[src/rtl/fetch_ctrl.sv]
// Purpose : instruction fetch sequencer; reads a 32-bit word as four bytes (big-endian) from a byte ROM.
// Latency : word valid on the 4th clock edge after entering FETCH; at most one word every 5 cycles.
// Backpressure: the word is held with instr_valid high for as long as instr_ready stays low.
//
// Ports:
//   clk, rst            rising-edge clock; asynchronous active-high reset
//   byte_addr/byte_data ROM byte address (pc + cnt) and its combinational read data
//   redirect/redirect_pc PC redirect; the target is word-aligned by dropping bits [1:0]
//   instr/instr_pc      assembled word and its PC, qualified by instr_valid
//   instr_valid/ready   handshake to decode
//   busy                high while the sequencer is fetching bytes
module fetch_ctrl #(
    parameter int                         ADDRESS_WIDTH = 32,
    parameter int                         DATA_WIDTH    = 8,
    parameter int                         INSTR_WIDTH   = 4 * DATA_WIDTH,
    parameter logic [ADDRESS_WIDTH-1:0]   RESET_PC      = '0
) (
    input  logic                     clk,
    input  logic                     rst,
    output logic [ADDRESS_WIDTH-1:0] byte_addr,
    input  logic [DATA_WIDTH-1:0]    byte_data,
    input  logic                     redirect,
    input  logic [ADDRESS_WIDTH-1:0] redirect_pc,
    output logic [INSTR_WIDTH-1:0]   instr,
    output logic [ADDRESS_WIDTH-1:0] instr_pc,
    output logic                     instr_valid,
    input  logic                     instr_ready,
    output logic                     busy
);

    // One-hot encoding so that corrupted values are distinguishable and recover to FETCH.
    localparam logic [1:0] ST_FETCH = 2'b01;
    localparam logic [1:0] ST_HOLD  = 2'b10;

    localparam logic [ADDRESS_WIDTH-1:0] PC_STEP = ADDRESS_WIDTH'(4);

    logic [1:0]               state_q,    state_d;
    logic [ADDRESS_WIDTH-1:0] pc_q,       pc_d;
    logic [1:0]               cnt_q,      cnt_d;
    logic [INSTR_WIDTH-1:0]   shreg_q,    shreg_d;
    logic [INSTR_WIDTH-1:0]   instr_q,    instr_d;
    logic [ADDRESS_WIDTH-1:0] instr_pc_q, instr_pc_d;
    logic                     valid_q,    valid_d;

    // Shift in the current ROM byte; on the last byte this is the complete word.
    logic [INSTR_WIDTH-1:0]   shifted;
    assign shifted = {shreg_q[INSTR_WIDTH-DATA_WIDTH-1:0], byte_data};

    // cnt is zero outside FETCH, so byte_addr sits on pc while holding.
    assign byte_addr   = pc_q + {{(ADDRESS_WIDTH-2){1'b0}}, cnt_q};
    assign instr       = instr_q;
    assign instr_pc    = instr_pc_q;
    assign instr_valid = valid_q;
    assign busy        = (state_q == ST_FETCH);

    always_comb begin
        state_d    = state_q;
        pc_d       = pc_q;
        cnt_d      = cnt_q;
        shreg_d    = shreg_q;
        instr_d    = instr_q;
        instr_pc_d = instr_pc_q;
        valid_d    = valid_q;

        case (state_q)
            ST_FETCH: begin
                shreg_d = shifted;
                cnt_d   = cnt_q + 2'd1;
                // A redirect on the final byte suppresses delivery of the word.
                if (cnt_q == 2'd3 && !redirect) begin
                    instr_d    = shifted;
                    instr_pc_d = pc_q;
                    valid_d    = 1'b1;
                    state_d    = ST_HOLD;
                end
            end
            ST_HOLD: begin
                if (instr_ready) begin
                    pc_d    = pc_q + PC_STEP;
                    valid_d = 1'b0;
                    state_d = ST_FETCH;
                end
            end
            default: begin
                cnt_d   = 2'd0;
                valid_d = 1'b0;
                state_d = ST_FETCH;
            end
        endcase

        // Redirect wins over the normal sequence; a held word accepted on the same
        // edge still counts as delivered, but the next fetch starts at the target.
        if (redirect) begin
            pc_d    = {redirect_pc[ADDRESS_WIDTH-1:2], 2'b00};
            cnt_d   = 2'd0;
            valid_d = 1'b0;
            state_d = ST_FETCH;
        end
    end

    always_ff @(posedge clk or posedge rst) begin
        if (rst) begin
            state_q    <= ST_FETCH;
            pc_q       <= RESET_PC;
            cnt_q      <= 2'd0;
            shreg_q    <= '0;
            instr_q    <= '0;
            instr_pc_q <= RESET_PC;
            valid_q    <= 1'b0;
        end else begin
            state_q    <= state_d;
            pc_q       <= pc_d;
            cnt_q      <= cnt_d;
            shreg_q    <= shreg_d;
            instr_q    <= instr_d;
            instr_pc_q <= instr_pc_d;
            valid_q    <= valid_d;
        end
    end

endmodule
[config.mk]
export PLATFORM = sky130hd
export DESIGN_NAME = fetch_ctrl
export DESIGN_NICKNAME = d
export VERILOG_FILES = /design/src/rtl/fetch_ctrl.sv
export SDC_FILE = /design/constraint.sdc
export NUM_CORES = 1
export LEC_CHECK = 0
export BUFFER_PORTS_ARGS = -buffer_cell sky130_fd_sc_hd__buf_2
export CAP_MARGIN = 10
export CORE_ASPECT_RATIO = 2
export CORE_MARGIN = 2
export CORE_UTILIZATION = 53
export DETAILED_ROUTE_END_ITERATION = 7
export HOLD_SLACK_MARGIN = 0.15
export PLACE_DENSITY = 0.78
export RECOVER_POWER = 100
export SLEW_MARGIN = 20
export SYNTH_ARGS = -nofsm -noshare
export SYNTH_HDL_FRONTEND = slang
export SYNTH_SLANG_ARGS = --single-unit
[constraint.sdc]
create_clock -name clk -period 3.8 [get_ports clk]
set_clock_uncertainty 0.1 [all_clocks]
set_input_delay 0.19 -clock clk [delete_from_list [all_inputs] [get_ports clk]]
set_output_delay 0.19 -clock clk [all_outputs]
set_load 0.05 [all_outputs]
==> results by group <==
Final layout
  – Layout Cells excl Fill: 778
  – Util after Layout: 71.1%
  – Commonest non-fill, non-tap cells in the layout: 119 x dfrtp_1, 100 x nand2_1, 99 x clkbuf_1, 62 x mux2_2
  – Layout cells sized above 1: 22.0%
  – Commonest non-fill, non-tap cell in the layout: dfrtp_1
  – Layout fillers: 757
  – Total Nets Final: 679
  – Final Instance Area: 0.00690 mm2
  – Area Growth Syn to Fin: 30.5%
  – Diodes inserted: 0

Detailed routing
  – Drt pass-1 iters: 4
  – Per-cell routed wire length: 15.9 um
  – WL final: 12400 um
  – Via-to-Cell Ratio: 5.40
  – DRC Markers: 0
  – Vias: 4198
  – Starting DRT DRC Count: 245
  – ANT nets after route: 0

Timing
  – Final number of hold-violating endpoints: 0
  – Min cycle time layout: 2.95 ns
  – Final setup fails: 0
  – Final slew viol count: 47
  – RSZ-0062 raised after global routing: false
  – Slew @ Worst Pin: 1.97 ns
  – Slew headroom: -32.2%
  – Final period util: 77.7%
  – Max Fclk: 0.339 GHz
  – Setup TNS: 0 ns

Synthesis
  – Synthesized area per cell: 10.8 um2
  – Top_reg_cell synth: dfrtp_1
  – Yosys reg bits: 120
  – Post-synthesis cell type count: 41
  – Area leader, netlist: dfrtp_1
  – Synth Instances: 489
  – Register area share after synthesis: 56.8%
  – Mapped Area: 0.00529 mm2
  – Synth area leaders: dfrtp_1 56%, mux2_2 13%, nand2_1 7.1%, clkbuf_1 3.4%, or4_1 2.1%
  – Synth warn: 0
  – Synth top area share: 56.3%
  – Synth async-reset ratio: 100%
  – Post-synth EDFFs: 0

Clock tree
  – CTS tree: built
  – TritonCTS Buffers: 17
  – Clk slew on worst S/H paths: 0.05 ns
  – Clk buf depth: 2
  – Skew-Pair Late Insertion Delay: 0.40 ns
  – H-tree Lvls: 4
  – CTS Sinks: 120
  – CTS root buf: clkbuf_16

Power
  – Sw Share: 41.7%
  – Internal: 3460 uW
  – Comb power frac: 35.9%
  – Flop pwr share: 32.5%
  – Worst VDD drop: 0.000577 V
  – Power density over cell area: 859 mW/mm2
  – Net switching component of the power: 2470 uW
  – Clock power share: 31.6%
  – P_leak: 0.00303 uW

Worst setup path
  – CP Class: reg -> out
  – CP endpoint kind: primary output
  – Critical Path RT: 3.51 ns
  – CP max FO: 27
  – Crit path DAT: 2.66 ns
  – Worst setup SP type: flop

Place
  – GPL Wtd Cong: 0.822
  – Placed inst area: 0.00595 mm2
  – Placed cell count: 706
  – DP HPWL: 8010 um
  – Port bufs: 137

Floorplan
  – Core area: 0.00970 mm2
  – Die Y: 145 um
  – Starting density of the core: 54.5%
  – # rows: 51
  – Die area: 0.0108 mm2
  – Die X: 74.6 um
  – I/O pins: 142

GRT
  – Largest net degree at the start of global routing: 47
  – GRT Util Overall: 24.4%
  – Grt total ovfl: 0
  – Initial antenna violation count: 0
  – First-pass GRT wire length: 20300 um
  – Vias in the first global route: 4258

Run status
  – Status: complete, but fails checks
  – Failing checks: capacitance limit, slew limit

Job
  – Max Cap Viol: 1

Hold path
  – Worst min-delay path category: in -> reg
flip-flops by register name (all words and copies together), names as in the netlist:
register,cells
shreg_q,24
instr,32
pc_q,30
state_q,2
cnt_q,2
instr_pc,30
stage by stage:
step / worst slack, ns / power, uW / hold WS, ns
2_1_floorplan: 0.326 / 3620 / 0.195
3_3_place_gp: 1.44 / 4080 / 0.177
3_5_place_dp: 1.38 / 4140 / 0.194
4_1_cts: 1.35 / 6050 / 0.161
5_1_grt: 0.630 / 6150 / 0.195
6_report: 0.849 / 5930 / 0.169
final cells by class:
type                       count  area [um2]  share of cell area [%]
clock inverter                13         249                    3.61
inverter                       8        31.3                   0.453
clock buffer                  19         443                    6.42
tap                          132         165                    2.39
multi-input combinational    303        1990                    28.9
sequential                   120        3000                    43.5
timing repair buffer         183        1010                    14.7
cell families (layout without fill, tap and decap cells):
kind of cell | Yosys count | in the layout | synth area share, %
AO/OA/AOI/OAI | 48 | 48 | 5.78
XOR/XNOR | 12 | 12 | 1.99
adder cells (fa/ha/maj) | 2 | 2 | 0.473
buffers and inverters | 67 | 223 | 5.30
flip-flops | 120 | 120 | 56.8
multiplexers | 63 | 63 | 13.4
other | 1 | 2 | 0.0710
AND/OR/NAND/NOR | 176 | 176 | 16.1
path summary, 6_finish.rpt:
check | depth (start not counted) | endpoint | startpoint | slack [ns]
min | 2 | cnt_q[0] | redirect | 0.17
max | 5 | busy | state_q[1] | 0.85
min reg2reg | 2 | shreg_q[20] | shreg_q[20] | 0.37
max in group asynchronous | 4 | instr_pc[15] | rst | 1.13
max reg2reg | 6 | instr[6] | state_q[1] | 0.85
min in group asynchronous | 3 | instr_pc[5] | rst | 0.75
layer usage:
layer	part of all wire (%)	up-vias	routed length [um]	GRT usage [%]
met3	4.4	34	547	6.67
met1	37	2069	4560	27.2
li1	-	1962	-	-
met4	3.0	0	378	11.5
met5	0	-	0	0
met2	56	133	6930	41.4
power by group through the flow:
stage                     Combinational, uW  Sequential [uW]  Clock, uW
after floorplan                         557             3060          0
after global placement                 2180             1910          0
after detailed placement               2210             1930          0
after CTS                              2250             1910       1900
after global routing                   2220             1980       1960
final                                  2130             1930       1870
Yosys cell counts (2+ instances only):
cell type,n
nand2_1,100
xor2_1,5
and3_1,4
xnor2_1,7
nand3_1,9
nor4_1,2
buf_2,7
ha_1,2
o21ai_0,14
buf_4,2
nand4_1,8
and2_1,2
a31oi_1,14
o211ai_1,2
clkbuf_1,48
and4_1,6
o31ai_1,12
dfrtp_1,119
mux2_2,62
a21oi_1,3
inv_1,7
nor3_1,2
nor2_1,19
or4_1,15
nand2b_1,2
worst max-delay path, stage by stage (launching register included):
cell      delay (ns)
dfrtp_1         0.39
nand2b_1        0.12
clkbuf_1        0.89
clkinv_1        0.22
buf_4           0.29
clkbuf_1        0.33
what timing repair did:
action / CTS / global route
hold buffers: 40 / 0
setup buffers: 0 / 0
endpoints found under the setup margin: 0 / 0
hold endpoints to repair: 92 / 0
gates resized for setup: 0 / 0
Note: power is estimated with default switching activity, not from simulation.
